$ cat src/rtl/cobra_exec_ctrl.sv
// cobra_exec_ctrl: run / halt / single-step sequencer for the CYBERcobra core,
// with a PC breakpoint and the IN-port handshake.
// core_en gates the core's pc register and register-file write enable.
// Optional build macro COBRA_EXEC_WATCHDOG_EN adds a WAIT_IN watchdog and the
// sticky wd_trip output; without it WAIT_IN waits indefinitely.
module cobra_exec_ctrl #(
  parameter int unsigned PC_W  = 8,
  parameter int unsigned CNT_W = 32
) (
  input  logic             CLK,
  input  logic             rst,
  input  logic             run_req,
  input  logic             halt_req,
  input  logic             step_req,
  input  logic             bp_en,
  input  logic [PC_W-1:0]  bp_addr,
  input  logic [PC_W-1:0]  pc,
  input  logic [31:0]      instr,
  input  logic [31:0]      in_data,
  input  logic             in_valid,
  output logic             in_ready,
  output logic             core_en,
  output logic [31:0]      core_in,
  output logic [2:0]       state,
  output logic             halted,
  output logic             bp_hit,
`ifdef COBRA_EXEC_WATCHDOG_EN
  output logic             wd_trip,
`endif
  output logic [CNT_W-1:0] retired
);

  typedef enum logic [2:0] {
    S_HALT    = 3'd0,
    S_RUN     = 3'd1,
    S_STEP    = 3'd2,
    S_WAIT_IN = 3'd3,
    S_EXEC_IN = 3'd4
  } state_t;

  state_t            state_q, state_d;
  state_t            ret_q, ret_d;
  logic              skip_q, skip_d;
  logic              bp_hit_q, bp_hit_d;
  logic [31:0]       core_in_q, core_in_d;
  logic [CNT_W-1:0]  retired_q;
  logic              commit;
  logic              is_in;
  logic              bp_stop;

  // Only instr[29:28] selects the IN class; the rest of the word is the core's.
  logic              unused_instr_bits;
  assign unused_instr_bits = ^{instr[31:30], instr[27:0]};

  assign is_in   = (instr[29:28] == 2'b01);
  assign bp_stop = bp_en & (pc == bp_addr) & ~skip_q;

`ifdef COBRA_EXEC_WATCHDOG_EN
  logic [15:0] wd_cnt_q, wd_cnt_d;
  logic        wd_trip_q, wd_trip_d;
`endif

  // Next-state, commit enable and handshake decode.
  always_comb begin
    state_d   = state_q;
    ret_d     = ret_q;
    skip_d    = skip_q;
    bp_hit_d  = bp_hit_q;
    core_in_d = core_in_q;
    commit    = 1'b0;
    in_ready  = 1'b0;
`ifdef COBRA_EXEC_WATCHDOG_EN
    wd_cnt_d  = wd_cnt_q;
    wd_trip_d = wd_trip_q;
`endif
    case (state_q)
      S_HALT: begin
        if (run_req) begin
          state_d  = S_RUN;
          skip_d   = 1'b1;
          bp_hit_d = 1'b0;
`ifdef COBRA_EXEC_WATCHDOG_EN
          wd_trip_d = 1'b0;
`endif
        end else if (step_req) begin
          state_d  = S_STEP;
          bp_hit_d = 1'b0;
`ifdef COBRA_EXEC_WATCHDOG_EN
          wd_trip_d = 1'b0;
`endif
        end
      end
      S_RUN: begin
        if (halt_req) begin
          state_d = S_HALT;
        end else if (bp_stop) begin
          bp_hit_d = 1'b1;
          state_d  = S_HALT;
        end else if (is_in) begin
          ret_d   = S_RUN;
          state_d = S_WAIT_IN;
        end else begin
          commit = 1'b1;
          skip_d = 1'b0;
        end
      end
      S_STEP: begin
        if (is_in) begin
          ret_d   = S_HALT;
          state_d = S_WAIT_IN;
        end else begin
          commit  = 1'b1;
          state_d = S_HALT;
        end
      end
      S_WAIT_IN: begin
        in_ready = 1'b1;
        if (halt_req) begin
          state_d = S_HALT;
        end else if (in_valid) begin
          core_in_d = in_data;
          state_d   = S_EXEC_IN;
        end
`ifdef COBRA_EXEC_WATCHDOG_EN
        else if (wd_cnt_q == 16'hFFFF) begin
          wd_trip_d = 1'b1;
          state_d   = S_HALT;
        end else begin
          wd_cnt_d = wd_cnt_q + 16'd1;
        end
`endif
      end
      S_EXEC_IN: begin
        commit  = 1'b1;
        skip_d  = 1'b0;
        state_d = halt_req ? S_HALT : ret_q;
      end
      default: state_d = S_HALT;
    endcase
`ifdef COBRA_EXEC_WATCHDOG_EN
    // Fresh count on every entry into WAIT_IN.
    if ((state_d == S_WAIT_IN) && (state_q != S_WAIT_IN)) begin
      wd_cnt_d = '0;
    end
`endif
  end

  // Controller state, return target and sticky flags.
  always_ff @(posedge CLK or negedge rst) begin
    if (!rst) begin
      state_q   <= S_HALT;
      ret_q     <= S_HALT;
      skip_q    <= 1'b0;
      bp_hit_q  <= 1'b0;
      core_in_q <= '0;
    end else begin
      state_q   <= state_d;
      ret_q     <= ret_d;
      skip_q    <= skip_d;
      bp_hit_q  <= bp_hit_d;
      core_in_q <= core_in_d;
    end
  end

  // Retired-instruction counter, wraps naturally.
  always_ff @(posedge CLK or negedge rst) begin
    if (!rst) begin
      retired_q <= '0;
    end else if (commit) begin
      retired_q <= retired_q + CNT_W'(1);
    end
  end

`ifdef COBRA_EXEC_WATCHDOG_EN
  // Watchdog counter and its sticky trip flag.
  always_ff @(posedge CLK or negedge rst) begin
    if (!rst) begin
      wd_cnt_q  <= '0;
      wd_trip_q <= 1'b0;
    end else begin
      wd_cnt_q  <= wd_cnt_d;
      wd_trip_q <= wd_trip_d;
    end
  end

  assign wd_trip = wd_trip_q;
`endif

  assign core_en = commit;
  assign core_in = core_in_q;
  assign state   = state_q;
  assign halted  = (state_q == S_HALT);
  assign bp_hit  = bp_hit_q;
  assign retired = retired_q;

endmodule

$ cat config.mk
export PLATFORM = sky130hd
export DESIGN_NAME = cobra_exec_ctrl
export DESIGN_NICKNAME = d
export VERILOG_FILES = /design/src/rtl/cobra_exec_ctrl.sv
export SDC_FILE = /design/constraint.sdc
export NUM_CORES = 1
export LEC_CHECK = 0
export CAP_MARGIN = 0
export CORE_UTILIZATION = 35
export DETAILED_ROUTE_END_ITERATION = 8
export HOLD_SLACK_MARGIN = 0.12
export PLACE_DENSITY = 0.76
export SKIP_LAST_GASP = 1
export SYNTH_ARGS = -nofsm -noshare
export SYNTH_HDL_FRONTEND = slang
export SYNTH_SLANG_ARGS = --single-unit
$ cat constraint.sdc
create_clock -name CLK -period 5.5 [get_ports CLK]
set_clock_uncertainty 0.15 [all_clocks]
set_input_delay 0.825 -clock CLK [delete_from_list [all_inputs] [get_ports CLK]]
set_output_delay 0.825 -clock CLK [all_outputs]
set_load 0.005 [all_outputs]
Word-level counts from Yosys, hierarchy flattened
Cells that the tools add are included.
- bits in registers: 72
- latch bits: 0
- memory bits (writable): 0
- ROM bits: 0
- input port bits: 87
- output and inout port bits: 71
- word-level logic and storage cells: 66
- memories: 0
- add/sub/neg operators: 1
- $mul: 0
- divide/modulo/power cells: 0
- magnitude comparators: 0
- eq/ne operators: 16
- shift-type cells: 0
- mux-type cells: 30
- bitwise logic cells: 4
- reductions and logical operators: 9
- operators with widths (kind ; count):
    2-to-1 mux 3 bit ; 12
    adder 32 x 1 -> 32 bit (second input constant) ; 1
    one-hot mux 3 bit (5 select lines) ; 1
    != test 2 bit (second input constant) ; 7
    2-to-1 mux 1 bit ; 12
    AND reduction 5 bit ; 2
    == test 8 bit ; 1
    == test 3 x 2 -> 1 bit (second input constant) ; 2
    != test 3 bit (second input constant) ; 2
    one-hot mux 1 bit (3 select lines) ; 2
    one-hot mux 3 bit (2 select lines) ; 1
    AND reduction 3 bit ; 2
    != test 4 bit (second input constant) ; 1
    AND reduction 4 bit ; 1
    nonzero test 2 bit ; 2
    == test 3 x 1 -> 1 bit (second input constant) ; 1
    == test 3 bit (second input constant) ; 1
    zero test 3 bit ; 1
    nonzero test 3 bit ; 1
    AND 1 bit ; 2
    == test 2 x 1 -> 1 bit (second input constant) ; 1
    2-to-1 mux 2 bit ; 1
    inverter 1 bit ; 2
    one-hot mux 1 bit (2 select lines) ; 1

Logic depth before layout (Yosys ltp)
- depth in word-level cells: 6
- depth in mapped cells: 7
- depth with buffers taken out: 5

Worst setup path after synthesis
No wires, ideal clock.
- kind: in2out
- from: input instr[29]
- to: output core_en
- arrival time: 1.984 ns
- required time: 4.525 ns
- path slack: 2.541 ns
- cell stages on the path: 5
- buffers on the path: 1
- cell sequence: and2b_1 -> o21ai_0 -> a2111oi_0 -> buf_2 -> nor2_1
- word-level cells in the longest chain between the ends: 5
- ends and longest elaborated chain (element ; line ; RTL):
    start: declaration ; 18 ; input logic [31:0] instr,
    == test 2 x 1 -> 1 bit * ; 55 ; assign is_in = (instr[29:28] == 2'b01);
    2-to-1 mux 1 bit * ; 99, 108 ;
    2-to-1 mux 1 bit ; 96 ; end else if (bp_stop) begin
    2-to-1 mux 1 bit ; 94 ; if (halt_req) begin
    one-hot mux 1 bit (3 select lines) * ; 76 ; case (state_q)
    end: declaration ; 22 ; output logic core_en,
Mark *: on every way between the ends. The rest lies on a longest branch, timed or not.

Worst setup path in the final report
- from: input halt_req
- to: output core_en
- word-level cells in the longest chain between the ends: 2
- ends and longest elaborated chain (element ; line ; RTL):
    start: declaration ; 13 ; input logic halt_req,
    2-to-1 mux 1 bit ; 94 ;
    one-hot mux 1 bit (3 select lines) ; 76 ;
Every way passes these cells.

==> impl_metrics.toml <==
[placement]
place_area_um2 = 4770
dpl.hpwl_um = 5890
portBuffers = 127
place.gp.congestion = 0.915

[yosys]
ys_warn_count = 0
synth_top_family_by_area = "simple AND/OR/NAND/NOR gates"
synth_area_leaders = "dfrtp_1 (52%), nand2_1 (12%), xor2_1 (7.8%), nor4_2 (3.4%), xnor2_1 (2.3%)"
syn_inst = 347
synthArstFlopShare = 1.00
synth_xor_xnor_area_share = 0.102
synth-seq-area-share = 0.521
synth_edf_count = 0
synth-main-ff-cell = "dfrtp_1"
avgSynthCellArea_um2 = 9.69
syn-cell-area_um2 = 3360
synth_area_leader_cell = "dfrtp_1"
syn_nets = 435
synth_adder_area_share = 0.00372
synthMuxAreaShare = 0.00335
synth_top_area_share = 0.521
yosys.area_share.simple = 0.294
ys_ff_latch = 70
ys_types = 46
synth_compound_area_frac = 0.0544

[floorplan]
ios = 158
die_area_um2 = 10000
die_y_um = 100
die_w_um = 100
rows = 35
core_area_um2 = 9280
start_util = 0.362

[route]
vias = 2957
ant_nets = 0
via_per_inst = 4.85
drtIter0Drc = 133
drc = 0
wl_um = 8120
post_drt_wl_per_cell_um = 13.3
first_pass_iters = 4

[sta]
whs_ns = 0.324
timing.final.crit_period_ns = 4.23
hold_viol = 0
setup_viol = 0
worst_pin_slew_ns = 0.970
slew_headroom = 0.352
rsz0062_at_grt = "no"
max_clock_freq_mhz = 237
setup_tns_ns = 0
finalCritPeriodShare = 0.769
finalMaxSlewViolations = 0

[critical_path]
crit_required_ns = 4.53
cp-end-kind = "output pin"
critPathMaxFanout = 14
critPathArrivalTime_ns = 3.25
crit_type = "in2out"
startpoint_type = "primary input"

[cells_and_area]
antenna_cells = 0
areaGrowthSynthToFinish_pct = 48.0
final_cell_area_um2 = 4970
drive_gt1_frac = 0.0769
nets = 564

[global_route]
overflow = 0
grt_pass1_wl_um = 13300
grt_max_degree = 71
antenna_found_initial = 0
grt_usage = 0.169
grt_pass1_vias = 2798

[clocking]
ctsResizeCount = 0
cts_inserted_buffers = 9
clk_latency_ns = 0.33
htree_num_levels = 3
clockBufferDepth = 2
cts_tree = "done"
clock-root-buffer = "clkbuf_8"
path_clk_slew_ns = 0.07
holdBufCountCts = 0
cts_setup_buffers = 0
cts.sinks = 70

[power_and_ir_drop]
leakagePower_uw = 0.00217
powerDensity_nw_per_um2 = 374
irDropWorstVdd_mv = 0.228

[worst_hold_path]
hold_class = "reg2reg"

[flow_run]
drv_cap = 0

[run_status]
status = "finished clean"
cell type report:
type	instances	area, µm²
Multi-Input combinational cell	260	1550
Tap cell	129	161
Sequential cell	70	1750
Clock inverter	3	42.5
Clock buffer	13	159
Inverter	4	15.0
Fill cell	852	4310
Timing Repair Buffer	131	1300
stage by stage:
step / util / setup slack (ns) / cells / power, µW
final: 0.536 / 1.27 / 610 / 1860
after global routing: 0.536 / 1.16 / 610 / 1990
after CTS: 0.536 / 1.26 / 610 / 1880
after floorplan: - / 2.54 / 347 / 1040
after detailed placement: 0.514 / 1.26 / 594 / 1450
after global placement: 0.514 / 1.29 / 594 / 1430
kinds of logic after synthesis:
| logic type | after synthesis |
|---|---|
| compound gates | 22 |
| xor+xnor | 39 |
| fa+ha+maj | 1 |
| buf+inv | 17 |
| flops | 70 |
| mux | 1 |
| simple gates | 197 |
Yosys cell counts (2+ instances only):
master       n
nand2_1    111
dfrtp_1     70
xor2_1      30
nor3_1      15
nand3_1     12
nor2_1      10
clkbuf_1     9
nor4_2       9
xnor2_1      9
nand4_1      8
nand2b_1     6
o21ai_0      5
inv_1        4
nor4_1       4
a21oi_1      3
nor4b_1      3
a2111oi_0    2
and2_1       2
and3_1       2
buf_2        2
nor2b_1      2
nor3b_1      2
nor4b_2      2
o31ai_1      2
or3_1        2
sequential cells by signal, indices dropped and copies added, names as in the netlist:
| name | count |
|---|---|
| bp_hit | 1 |
| core_in | 32 |
| ret_q | 1 |
| retired | 32 |
| skip_q | 1 |
| state | 3 |
path summary, 6_finish.rpt:
| path | start | slack (ns) | to | depth (start not counted) |
|---|---|---|---|---|
| setup / recovery | halt_req | 1.27 | core_en | 6 |
| hold / removal | retired[31]$_DFFE_PN0P_ | 0.32 | retired[31]$_DFFE_PN0P_ | 1 |
| setup reg to reg | state[0]$_DFFE_PN0P_ | 2.89 | retired[1]$_DFFE_PN0P_ | 5 |
| hold reg to reg | retired[31]$_DFFE_PN0P_ | 0.32 | retired[31]$_DFFE_PN0P_ | 1 |
| max in group asynchronous | rst | 4.07 | core_in[28]$_DFFE_PN0P_ | 2 |
| min in group asynchronous | rst | 0.52 | retired[15]$_DFFE_PN0P_ | 2 |
critical path, cell delays in order:
cell             delay, ns
clkdlybuf4s50_1       0.49
or3b_1                0.47
a211oi_4              0.38
nor2_2                0.23
nor2_1                0.30
clkdlybuf4s50_1       0.56
where the power goes:
group,switching [µW],leakage (µW),internal [µW]
Combinational,257,0.00119,396
Sequential,125,0.000880,659
Clock,190,0.0000996,234
Total,572,0.00217,1290
cell usage in the layout (no fill, tap or decap), types with 3 or more instances in the layout:
| cell | count |
|---|---|
| xor2_1 | 30 |
| nor3_1 | 15 |
| dfrtp_1 | 70 |
| nand4_1 | 8 |
| buf_4 | 4 |
| clkdlybuf4s50_1 | 126 |
| nor4_1 | 4 |
| nor2_1 | 10 |
| nand2_1 | 111 |
| nand2b_1 | 6 |
| nor4_2 | 9 |
| nor4b_1 | 3 |
| nand3_1 | 12 |
| xnor2_1 | 9 |
| clkbuf_8 | 11 |
| o21ai_0 | 5 |
| a21oi_1 | 3 |
| inv_1 | 4 |
routing by layer:
metal | GRT usage | up-vias | wire (µm)
met5 | 0 | - | 0
met4 | 0.0535 | 0 | 89
met3 | 0.0571 | 8 | 572
met2 | 0.290 | 94 | 4020
met1 | 0.199 | 1425 | 3440
li1 | - | 1430 | -
(Power assumes the default switching activity.)
==> variant (same settings) <==
Set the parameter `CNT_W` to 64 (it was 32).
--- a/src/rtl/cobra_exec_ctrl.sv
+++ b/src/rtl/cobra_exec_ctrl.sv
@@ -5,7 +5,7 @@
 // sticky wd_trip output; without it WAIT_IN waits indefinitely.
 module cobra_exec_ctrl #(
   parameter int unsigned PC_W  = 8,
-  parameter int unsigned CNT_W = 32
+  parameter int unsigned CNT_W = 64
 ) (
   input  logic             CLK,
   input  logic             rst,
Ports: changed (resized retired); port bits go from 158 to 190. The function was not compared with the original's and may differ.
==> variant against the original RTL <==
Power grew 29%. Sequential cell count grew 32. Synthesized area grew 50%. Combinational power grew 5.4%. Clock power grew 62%. Count of clock-buffer cells in the layout shrank 1. Final area grew 44%. Largest cell class unchanged. Register-to-register slack lost 410 ps. Worst setup slack lost 77 ps. Wire length grew 56%.
==> variant: results (changes against the original RTL) <==
r2r setup slk 2480 ps (was 2890 ps); Pleak 3.09 nW (was 2.17 nW); Fillers 1,280 (was 852); Tmin final 4300 ps (was 4230 ps); crit-path max cell delay 500 ps (was 560 ps); Slew HR 36.6% (was 35.2%); Reg-to-Reg End retired[37] (was retired[1]); # port buffers 159 (was 127); Post-Syn Nets 527 (was 435); routed vias 4,065 (was 2,957); Inst Count DP 767 (was 594); worst-path fanout max 33 (was 14); met2 Resource Use GR 29.8% (was 29.0%); power density over cell area 334 nW/um^2 (was 374 nW/um^2); Yosys cell types 40 (was 46); Power Clock 688 uW (was 424 uW); first-pass GRT wire length 21,100 um (was 13,300 um); DR WL/cell 16.2 um (was 13.3 um); Max VDD drop 0.247 mV (was 0.228 mV); cell-internal power 1.76 mW (was 1.29 mW); Post-synth EDFFs 0 (unchanged); post-placement cell area 6850 um^2 (was 4770 um^2); status completed (unchanged); top cells by area, synth dfrtp_1 (51%), xor2_1 (10%), mux2_2 (7.4%) (was dfrtp_1 (52%), nand2_1 (12%), xor2_1 (7.8%)); most frequent cells after synthesis dfrtp_1 (102), xor2_1 (59), mux2_2 (33), nand2_1 (30), nand4_1 (25) (was nand2_1 (111), dfrtp_1 (70), xor2_1 (30), nor3_1 (15), nand3_1 (12)); Total GRT Usage 18.2% (was 16.9%); sequential area share after synthesis 50.5% (was 52.1%); met1 Use GR 22.3% (was 19.9%); CTS Buf Count 9 (unchanged); Worst Setup SP instr[28] (was halt_req); met3 WL 881 um (was 572 um); GR Layer Usage met3 5.29% (was 5.71%); RR Startpoint state[2] (was state[0]); Avg Synthesized Cell Area 11.5 um^2 (was 9.69 um^2); uppermost layer routed met4 (unchanged); gpl congestion 0.835 (was 0.915); Metal-1 WL 5410 um (was 3440 um); fraction of layout cells with a size suffix above 1 15.3% (was 7.69%); Detailed Route Iter0 Violations 179 (was 133); WP data arrival 3330 ps (was 3250 ps); Post-DP HPWL 9080 um (was 5890 um); hold_ws 329 ps (was 324 ps); via count of the first global-routing pass 4,244 (was 2,798); Seq pwr share 42.6% (was 42.1%); clock latency on the worst-skew pair 350 ps (was 330 ps); class of the worst hold path input port to asynchronous set/reset pin (was flop to flop); max reg flops 64
-- variant: cell types whose count changed after synthesis, moves of 6 or more --
cell     delta
xor2_1     +29
mux2_2     +32
nor4_1     +16
nand3_1     +6
nor2_1      +6
nand2_1    -81
nor4_2     +14
nand4_1    +17
dfrtp_1    +32
buf_2       +8
inv_1       +8
-- variant: area by class of cell --
type                            instances  area (um^2)  area share (%)
Clock inverter                          4         70.1           0.977
Multi-Input combinational cell        307         2390            33.3
Sequential cell                       102         2550            35.6
Inverter                               12         45.0           0.628
Tap cell                              180          225            3.14
Timing Repair Buffer                  166         1640            22.9
Clock buffer                           12          246            3.44
-- variant: logic make-up (layout without fill, tap and decap cells) --
family                   after synthesis  count (layout)  share of synthesized area (%)
AND/OR/NAND/NOR                      184             184                           23.5
AO/OA/AOI/OAI                         18              18                           3.32
flip-flops                           102             102                           50.5
XOR/XNOR                              71              71                           12.3
adder cells (fa/ha/maj)                1               1                          0.248
multiplexers                          33              33                           7.36
buffers and inverters                 30             194                           2.70
